### src/rtl/apb_gpio_bridge.sv
// APB slave front-end for the 8-bit GPIO register port; covers the GPIO read latency with wait states.
// Optional feature: define APB_GPIO_SLVERR_EN to report misses and read-only writes on PSLVERR.
module apb_gpio_bridge #(
  parameter int                ADDR_W    = 8,
  parameter logic [ADDR_W-1:0] GPIO_BASE = '0,
  parameter int                RD_WAIT   = 1
) (
  input  logic              clk,
  input  logic              rst,
  input  logic              PSEL,
  input  logic              PENABLE,
  input  logic              PWRITE,
  input  logic [ADDR_W-1:0] PADDR,
  input  logic [7:0]        PWDATA,
  output logic [7:0]        PRDATA,
  output logic              PREADY,
  output logic              PSLVERR,
  output logic              gpio_busw,
  output logic [1:0]        gpio_regsel,
  output logic [7:0]        gpio_wdata,
  input  logic [7:0]        gpio_rdata
);

  localparam int CNT_W = (RD_WAIT > 1) ? $clog2(RD_WAIT) : 1;
  localparam logic [CNT_W-1:0] CNT_LAST = CNT_W'(RD_WAIT - 1);

`ifdef APB_GPIO_SLVERR_EN
  localparam logic SLVERR_VAL = 1'b1;
`else
  localparam logic SLVERR_VAL = 1'b0;
`endif

  typedef enum logic [2:0] {IDLE, WR, RDW, RDONE, ERR} state_t;

  state_t           state_reg;
  logic [CNT_W-1:0] cnt_reg;
  logic             pready_reg;
  logic             pslverr_reg;
  logic [1:0]       regsel_reg;
  logic [7:0]       wdata_reg;

  logic setup;
  logic addr_hit;
  logic bad_xfer;

  assign setup    = PSEL & ~PENABLE;
  assign addr_hit = (PADDR[ADDR_W-1:2] == GPIO_BASE[ADDR_W-1:2]);
  // Offsets 0 (PIN) and 1 (reserved) are read-only.
  assign bad_xfer = ~addr_hit | (PWRITE & ~PADDR[1]);

  always_ff @(posedge clk or posedge rst) begin
    if (rst) begin
      state_reg   <= IDLE;
      cnt_reg     <= '0;
      pready_reg  <= 1'b0;
      pslverr_reg <= 1'b0;
      regsel_reg  <= 2'b00;
      wdata_reg   <= 8'h00;
    end else begin
      pready_reg  <= 1'b0;
      pslverr_reg <= 1'b0;
      case (state_reg)
        IDLE: begin
          if (setup) begin
            regsel_reg <= PADDR[1:0];
            wdata_reg  <= PWDATA;
            if (bad_xfer) begin
              state_reg   <= ERR;
              pready_reg  <= 1'b1;
              pslverr_reg <= SLVERR_VAL;
            end else if (PWRITE) begin
              state_reg  <= WR;
              pready_reg <= 1'b1;
            end else begin
              state_reg <= RDW;
            end
          end
        end
        WR: state_reg <= IDLE;
        RDW: begin
          // A dropped PSEL mid-read abandons the transfer without a response.
          if (!PSEL) begin
            state_reg <= IDLE;
            cnt_reg   <= '0;
          end else if (cnt_reg == CNT_LAST) begin
            state_reg  <= RDONE;
            cnt_reg    <= '0;
            pready_reg <= 1'b1;
          end else begin
            cnt_reg <= cnt_reg + 1'b1;
          end
        end
        RDONE:   state_reg <= IDLE;
        ERR:     state_reg <= IDLE;
        default: state_reg <= IDLE;
      endcase
    end
  end

  // gpio_rdata is already registered inside the GPIO, so it is passed straight through.
  assign PRDATA      = (state_reg == RDONE) ? gpio_rdata : 8'h00;
  assign PREADY      = pready_reg;
  assign PSLVERR     = pslverr_reg;
  assign gpio_busw   = (state_reg == WR) & PSEL & PENABLE;
  assign gpio_regsel = regsel_reg;
  assign gpio_wdata  = wdata_reg;

endmodule

### config.mk
export PLATFORM = sky130hd
export DESIGN_NAME = apb_gpio_bridge
export DESIGN_NICKNAME = d
export VERILOG_FILES = /design/src/rtl/apb_gpio_bridge.sv
export SDC_FILE = /design/constraint.sdc
export NUM_CORES = 1
export LEC_CHECK = 0
export ABC_AREA = 1
export ABC_CLOCK_PERIOD_IN_PS = 1600
export CORE_UTILIZATION = 33
export CTS_BUF_LIST = sky130_fd_sc_hd__clkbuf_8 sky130_fd_sc_hd__clkbuf_16
export CTS_CLUSTER_SIZE = 14
export DETAILED_ROUTE_END_ITERATION = 16
export PLACE_DENSITY = 0.89
export SLEW_MARGIN = 20
export SYNTH_ARGS = -nofsm -noshare
export SYNTH_HDL_FRONTEND = slang
export SYNTH_SLANG_ARGS = --single-unit
### constraint.sdc
create_clock -name clk -period 1.6 [get_ports clk]
set_input_delay 0.4 -clock clk [delete_from_list [all_inputs] [get_ports clk]]
set_output_delay 0.4 -clock clk [all_outputs]
set_load 0.01 [all_outputs]
---- After elaboration in Yosys (flattened, before gate mapping) ----
Cells that the tools add are included.
storage, ports and cells
  register bits after elaboration ......... 15
  bits of input ports ..................... 29
  logic and storage cells ................. 38
operators by class
  add/subtract/negate cells ............... 1
  eq/ne operators ......................... 5
  mux-type cells .......................... 15
  bitwise operators ....................... 8
  reduce and logical (&&, ||, !) cells .... 4
operator list
  cell                 count
  $mux 3               4
  $mux 8               1
  $mux 1               7
  $eq 3x2->1 const B   2
  $logic_not 6->1      1
  $pmux 3 s2           1
  $and 1x1->1          4
  $reduce_and 2->1     2
  $eq 3x1->1 const B   1
  $logic_not 3->1      1
  $ne 3x3->1 const B   1
  $not 1->1            3
  $mux 2               1
  $ne 2x2->1 const B   1
  $pmux 1 s2           1
  $add 1x1->1 const B  1
  $or 1x1->1           1

---- Depth between registers and ports, before layout ----
Gate-level depths: netlist of run 1.
  depth after elaboration ................. 6
  mapped depth ............................ 6
  gate-level depth less buffers ........... 6

---- Least setup slack after synthesis of run 1 ----
Ideal clock, no wire load.
  path type ............................... register -> output
  start point ............................. register state_reg[0]
  end point ............................... output port PRDATA[0]
  arrival ................................. 0.837 ns
  required time ........................... 1.200 ns
  slack ................................... 0.363 ns
  stages on the path, launching flop included .. 3
  buffers on the path ..................... 0
  path through ............................ dfrtp_1 > nand3_1 > nor2_1
between the ends
  longest elaborated chain between the ends .. 2
ends and longest elaborated chain
  item                      RTL line  text
  start: declaration        35        state_t state_reg;
  start signal: assignment  53        state_reg <= IDLE;
  start signal: assignment  68        state_reg <= ERR;
  start signal: assignment  72        state_reg <= WR;
  $eq 3x2->1                101       assign PRDATA = (state_reg == RDONE) ? gpio_rdata : 8'h00;
  $mux 8                    101
  end: declaration          15        output logic [7:0] PRDATA,
Every way passes these cells.

---- Worst setup path in the final report of run 1 ----
  start point ............................. input port gpio_rdata[7]
  end point ............................... output port PRDATA[7]
between the ends
  longest elaborated chain between the ends .. 1
ends and longest elaborated chain
  item                RTL line  text
  start: declaration  21        input logic [7:0] gpio_rdata
  $mux 8              101
Every way passes these cells.

==> impl_summary.md, run 1 <==
Run status
The flow ran to the end, and the final reports show no timing, DRC or antenna violations.

Place
Port buffering added between 40 and 50 buffers. Once detailed placement completed, the half-perimeter wirelength came to between 1000 and 1500 um. The routability-driven placement congestion ratio is 0.713.

Global route
The wire length of the first global-routing pass is 2530 um. The global route total overflow is 0. In the global route stage, overall resource usage came out at 0.159.

The initial antenna violation count is 0. The maximum number of pins on one net before global-route repair is 15. The number of global-route vias before repair is 657.

Logic synthesis
By instance count, the leading cell after synthesis is sky130_fd_sc_hd__nand2_1. After synthesis, the largest family of logic cells by area is simple AND/OR/NAND/NOR gates. The sequential fraction of the synthesis area is 0.505.

The area share of and/or/nand/nor cells after synthesis is 0.357. Summing every instance area after synthesis gives 694 um^2. The cell count after synthesis came out at 92. Measured against the total synthesized area, the mux share comes to 0. The synthesized-area fraction occupied by ao, oa, aoi and oai cells is 0.0288. The synthesized design contains 0 enable-type register cells. The dominant cell type by area after synthesis is sky130_fd_sc_hd__dfrtp_1.

When the netlist entered floorplanning its net count stood at between 100 and 150. The parity-gate share of the synthesized area counting xor and xnor cells is 0. The most used flip-flop cell after synthesis is sky130_fd_sc_hd__dfrtp_1. The share of synthesized area in the top cell type comes to 0.505. In the synthesized netlist the async set-or-reset flop fraction comes to 1.00. The total number of yosys warnings is 0. The mean instance size in the synthesized netlist is 7.55 um^2. The post-synthesis share of cell area spent on full adders, half adders and majority gates is 0. Synthesis inferred 14 register bits. The number of different library cells in the post-synthesis netlist is 16. Counting instances in the post-synthesis netlist gives the leading cell types as sky130_fd_sc_hd__nand2_1 (31), sky130_fd_sc_hd__dfrtp_1 (14), sky130_fd_sc_hd__nor2_1 (14). By area the synthesized netlist is led by sky130_fd_sc_hd__dfrtp_1 (50%), sky130_fd_sc_hd__nand2_1 (17%), sky130_fd_sc_hd__nor2_1 (7.6%).

Timing
In this run the tightest slew margin relative to its limit is 0.658. The maximum clock rate is around 650 MHz. Setup violations remaining at the end of the flow were counted as 0. The time the worst path needs with I/O delays and setup is 1.55 ns. The count of final hold-check violations is 0. The actual transition at the worst max-transition pin is 0.512 ns. The final number of max-transition violations came to 0.

Of the available clock period, the critical path in the final layout requires 0.966. Final hold analysis gives a worst-case slack of 0.478 ns. The worst clock skew is 0.00218 ns. Setup repair after global routing left no endpoint under its margin.

CTS
The root buffer cell chosen for the clock tree is sky130_fd_sc_hd__clkbuf_8. The level count of the clock H-tree is 1. The clock latency reported for the late side of the worst-skew pair is 0.24 ns. The post-CTS clock slew at the launch and capture registers of the worst setup and hold paths is 0.06 ns.

The number of setup buffers added after CTS is 0. TritonCTS built the clock tree. Buffers inserted during clock tree synthesis total 3.

The clock net in this run drives a total of 14 sinks. The maximum clock path buffer count is 2.

Final layout
The register with the most flip-flops in the layout has 8 of them. The share of final-layout standard cells stronger than drive strength 1 is 0.177. The count of nets after finishing is 177. The number of antenna diodes is 0. The core occupancy in the finished layout is 0.641. The synthesis-to-layout area growth is 81.1%.

Floorplan
The floorplan step set the die width to 47.9 um. The effective utilization at floorplan is 0.354. The number of core rows is 16. The die covers 2290 um^2. The floorplan die height is 47.9 um.

During I/O placement, the number of pins put on the boundary was 50. The floorplan core area is 1960 um^2.

Pwr
The peak supply drop is 0.474 mV. Power spread over the standard cell area amounts to 806 nW/um^2. The static leakage is 0.667 nW.

Detailed routing
The total via count after detailed routing is approximately 730. The initial DRC count is 3. Dividing the detail-routed wire length by the instance count gives slightly above 10 um. Dividing the detail-routed via count by the number of cells gives 4.21. The pre-antenna-repair detailed-routing pass consisted of 4 iterations. The post-detailed-route count of antenna-violating nets is 0. The total wirelength of the detailed-routed design is 1760 um. After detailed routing, the number of remaining DRC violations is 0.

Min path
The worst hold path class is flip-flop to flip-flop.

Critical path
The worst setup path is of the primary input to output port kind. The data required time at the worst endpoint is between 1 and 1.5 ns. The worst setup path is launched from a primary input. Data on the critical path arrives at its endpoint at 1.15 ns. The maximum fanout along the worst path is 1. The worst setup path is captured at an output port.

Run
Across the run, the number of max-cap violations was 0.
[cell usage in the layout (no fill, tap or decap)]
master	netlist	final
sky130_fd_sc_hd__a21oi_1	2	2
sky130_fd_sc_hd__buf_2	0	9
sky130_fd_sc_hd__buf_4	1	5
sky130_fd_sc_hd__clkbuf_8	0	4
sky130_fd_sc_hd__clkdlybuf4s50_1	0	37
sky130_fd_sc_hd__clkinv_2	1	1
sky130_fd_sc_hd__conb_1	1	1
sky130_fd_sc_hd__dfrtp_1	14	14
sky130_fd_sc_hd__dlymetal6s2s_1	0	2
sky130_fd_sc_hd__inv_1	13	13
sky130_fd_sc_hd__nand2_1	31	31
sky130_fd_sc_hd__nand2_4	1	1
sky130_fd_sc_hd__nand3_1	5	4
sky130_fd_sc_hd__nand3_4	0	1
sky130_fd_sc_hd__nor2_1	14	13
sky130_fd_sc_hd__nor2_2	2	3
sky130_fd_sc_hd__nor2_4	1	1
sky130_fd_sc_hd__nor3_1	2	2
sky130_fd_sc_hd__o21ai_1	2	2
sky130_fd_sc_hd__or2_4	1	1
[metal layers]
layer / vias up / routed length [um] / global-route usage
met5: - / 0 / 0
met4: 0 / 0 / 0.0333
met3: 0 / 225 / 0.0453
met2: 33 / 887 / 0.314
met1: 316 / 648 / 0.162
li1: 384 / - / -
[worst max-delay path, stage by stage]
cell and delay [ns]:
sky130_fd_sc_hd__clkdlybuf4s50_1 0.46, sky130_fd_sc_hd__inv_1 0.05, sky130_fd_sc_hd__nor2_2 0.10, sky130_fd_sc_hd__buf_2 0.14
[repair_timing]
item / in CTS / in global routing
gates resized for setup: 36 / 5
pin swaps: 1 / 0
endpoints found under the hold margin: 0 / 0
setup endpoints to repair: 9 / 3
hold buffers: 0 / 0
[cell families (layout without fill, tap and decap cells)]
| group | count (synthesis) | in the layout |
|---|---|---|
| and+or+nand+nor | 57 | 57 |
| other | 1 | 1 |
| buffers and inverters | 16 | 71 |
| AOI/OAI and AO/OA | 4 | 4 |
| DFF | 14 | 14 |
[path summary, 6_finish.rpt]
| check | start | to | slack, ns | depth (start not counted) |
|---|---|---|---|---|
| setup / recovery | gpio_rdata[7] | PRDATA[7] | 0.05 | 4 |
| hold / removal | gpio_wdata[5] | gpio_wdata[5] | 0.48 | 2 |
| hold reg to reg | gpio_wdata[5] | gpio_wdata[5] | 0.48 | 2 |
| max in group asynchronous | rst | gpio_wdata[0] | 0.77 | 2 |
| min in group asynchronous | rst | gpio_regsel[1] | 0.49 | 2 |
| setup reg to reg | state_reg[1] | gpio_wdata[4] | 0.22 | 7 |
[through the flow]
step	std cells	instance area, um^2	setup TNS (ns)	setup slack (ns)	power [mW]
after global placement	170	1230	-3.14	-0.374	0.680
after CTS	174	1250	0	0.00513	1.03
after detailed placement	170	1230	-3.72	-0.423	0.687
after global routing	174	1260	0	0.00215	1.07
final	174	1260	0	0.0536	1.01
after floorplan	92	694	0	0.363	0.516
[power breakdown]
part           internal (mW)  switching, mW
Combinational          0.160          0.100
Clock                  0.218          0.120
Sequential             0.396         0.0205
Total                  0.774          0.240
[area by class of cell]
cell class              count  area (um^2)
fillers                   171          704
clock buffers               4         55.1
well taps                  27         33.8
repair buffers             53          478
flip-flops and latches     14          350
inverters                  14         53.8
multi-input cells          62          287
Note: power is estimated with default switching activity, not from simulation.
==> run 2: changes to the inputs <==
- CORE_MARGIN: not set -> 4
==> impl_summary.md, run 2 (synthesis gave the netlist of run 1 again) <==
Global route
The total routing resource utilization after global routing is 0.136 (-0.0224). The maximum number of pins on one net before global-route repair was 15 (unchanged). The fraction of met2 tracks used by global routing is 0.252 (-0.0615). The number of global-route vias before repair is 726 (+11%). The wire length of the first global-routing pass came to 2940 um (+16%). The met1 demand-to-capacity share in global routing was 0.140 (-0.0222).

The global route total overflow came to 0 (unchanged). The most crowded layer after global routing is met2. The met3 demand-to-capacity share in global routing is 0.0609 (+0.0157). The initial antenna violation count is 0 (unchanged).

Floorplan
The number of core rows came to 16 (unchanged). The count of boundary I/O pins was 50 (unchanged). The floorplan core area is 1980 um^2 (+1.0%). The die extent in x is 53.9 um (+13%).

The effective utilization at floorplan is 0.350 (-0.00358). The floorplan die height is 53.9 um (+13%). The die area is 2900 um^2 (+27%).

Final layout
The count of non-filler cells in the finished layout is 174 (unchanged). The number of flip-flops under the largest register name is 8 (unchanged). The count of nets after finishing is 177 (unchanged). The fill cell total of the finished layout is 171 (unchanged). The most common library cell in the layout ignoring fill and taps is sky130_fd_sc_hd__clkdlybuf4s50_1. In the layout the commonest cells are sky130_fd_sc_hd__clkdlybuf4s50_1 (37), sky130_fd_sc_hd__nand2_1 (31), sky130_fd_sc_hd__dfrtp_1 (14), sky130_fd_sc_hd__nor2_1 (14), sky130_fd_sc_hd__inv_1 (13). The number of antenna diodes came to 0 (unchanged). The share of final-layout standard cells stronger than drive strength 1 is 0.170 (-0.00680). The synthesis-to-layout area growth is 80.7%. The total non-filler cell area in the finished layout is 1250 um^2 (-0.20%).

CTS
The count of instances resized after the clock tree is built is 36 (unchanged). The number of buffers added by the clock tree synthesis step is 3 (unchanged). The maximum clock path buffer count is 2 (unchanged). TritonCTS built the clock tree.

The CTS root buffer is sky130_fd_sc_hd__clkbuf_8. The post-CTS repair timing setup buffer count is 0 (unchanged). The hold-fix buffer count after cts is 0 (unchanged). The clock latency reported for the late side of the worst-skew pair came to 0.24 ns (about the same). The post-CTS clock slew at the launch and capture registers of the worst setup and hold paths is 0.06 ns (about the same). The level count of the clock H-tree was 1 (unchanged).

The number of sinks driven by the clock tree is 14 (unchanged).

Detailed routing
The total via count after detailed routing is 749 (+2.2%). The total wirelength of the detailed-routed design is 1940 um (+10%). The via-per-instance ratio is 4.30 (+2.2%). The DRC violations left is 0 (unchanged).

The number of iterations in the first detailed-routing pass is 2 (-2). The post-detailed-route count of antenna-violating nets came to 0 (unchanged). The per-cell routed wire length is 11.2 um (+10%).

The initial DRC count is 4 (+1).

Place
The cell count after placement is 170 (unchanged). The count of buffers from port buffering is 48 (unchanged). The HPWL reported at the end of detailed placement is 1540 um (+3.6%). The routability-driven placement congestion ratio is 0.653 (-8.5%). The post-place instance area is 1230 um^2 (unchanged).

Timing
The maximum clock rate is 646 MHz (about the same). The worst slew margin relative to its limit is 0.637 (-0.0217). The worst clock skew is 0.00109 ns (-0.00108 ns). The actual transition at the worst max-transition pin is 0.544 ns (+0.0325 ns). Setup repair after global routing left no endpoint under its margin.

The count of final hold-check violations is 0 (unchanged). The final worst-path cycle share is 0.967 (about the same). The time the worst path needs with I/O delays and setup is 1.55 ns (+0.00123 ns). The final number of max-transition violations was 0 (unchanged). The final hold slack is 0.479 ns (+0.00148 ns).

The final count of negative-setup-slack endpoints is 0 (unchanged).

Min path
The worst hold path belongs to the class flip-flop to flip-flop.

Critical path
The data required time at the worst endpoint was 1.20 ns (about the same). In this design, the largest share of critical-path delay is due to buffers and inverters. The element type at the critical path start is a flip-flop. The type of the setup path with the least slack is flip-flop to output port. The maximum fanout along the worst path is 2 (+1). The data arrival time of the critical path is 1.15 ns (about the same).

The longest individual stage delay on the worst path was 0.55 ns (+0.09 ns). Walking the worst path, the cells encountered are clkdlybuf4s50_1. The critical path endpoint category is an output port. The critical path buffer and inverter count is 1 (-2). The cell with the largest stage delay on the worst path is sky130_fd_sc_hd__clkdlybuf4s50_1.

Pwr
The power density over the cells is 813 nW/um^2 (+0.83%). The static leakage is 0.666 nW (-0.13%). The peak supply drop is 0.514 mV (+8.5%).

Run
The number of max-cap violations is 0 (unchanged).

Run status
The run finished with clean final reports.
-- run 2: cell counts in the layout (fill, tap and decap cells not counted) --
Identical to the previous run, type by type.
-- run 2: metal layers --
layer / up-vias / wire, um
li1: 380 / -
met1: 338 / 715
met2: 31 / 956
met3: 0 / 270
met4: 0 / 0
met5: - / 0
-- run 2: worst paths after layout --
check	start	to	slack, ns	depth (start not counted)
setup / recovery	gpio_wdata[3]	gpio_wdata[3]	0.05	1
hold / removal	gpio_wdata[5]	gpio_wdata[5]	0.48	2
setup reg to reg	state_reg[1]	gpio_wdata[6]	0.21	7
hold reg to reg	gpio_wdata[5]	gpio_wdata[5]	0.48	2
max in group asynchronous	rst	state_reg[1]	0.74	2
min in group asynchronous	rst	gpio_wdata[5]	0.50	2
-- run 2: through the flow --
stage	power, mW	setup WS (ns)	setup TNS, ns	utilization
after floorplan	0.516	0.363	0	-
after global placement	0.681	-0.376	-3.14	0.619
after detailed placement	0.689	-0.394	-3.74	0.619
after CTS	1.04	0.000950	0	0.630
after global routing	1.07	0.0220	0	0.633
final	1.02	0.0524	0	0.633
-- run 2: layout make-up --
cell class,instances,area [um^2],share of cell area
multi-input cells,62,284,0.226
repair buffers,53,478,0.381
flip-flops and latches,14,350,0.279
clock buffers,4,55.1,0.0439
well taps,27,33.8,0.0269
inverters,14,53.8,0.0429
-- run 2: report_power, final --
part           internal [mW]  switching, mW  total (mW)
clock                  0.218          0.123       0.341
sequential             0.396         0.0217       0.418
combinational          0.160          0.102       0.262
==> run 3: changes to the inputs <==
- CTS_CLUSTER_SIZE: 14 -> not set
==> results of run 3 <==
The final DEF is identical to that of run 2; final timing and power are the same.
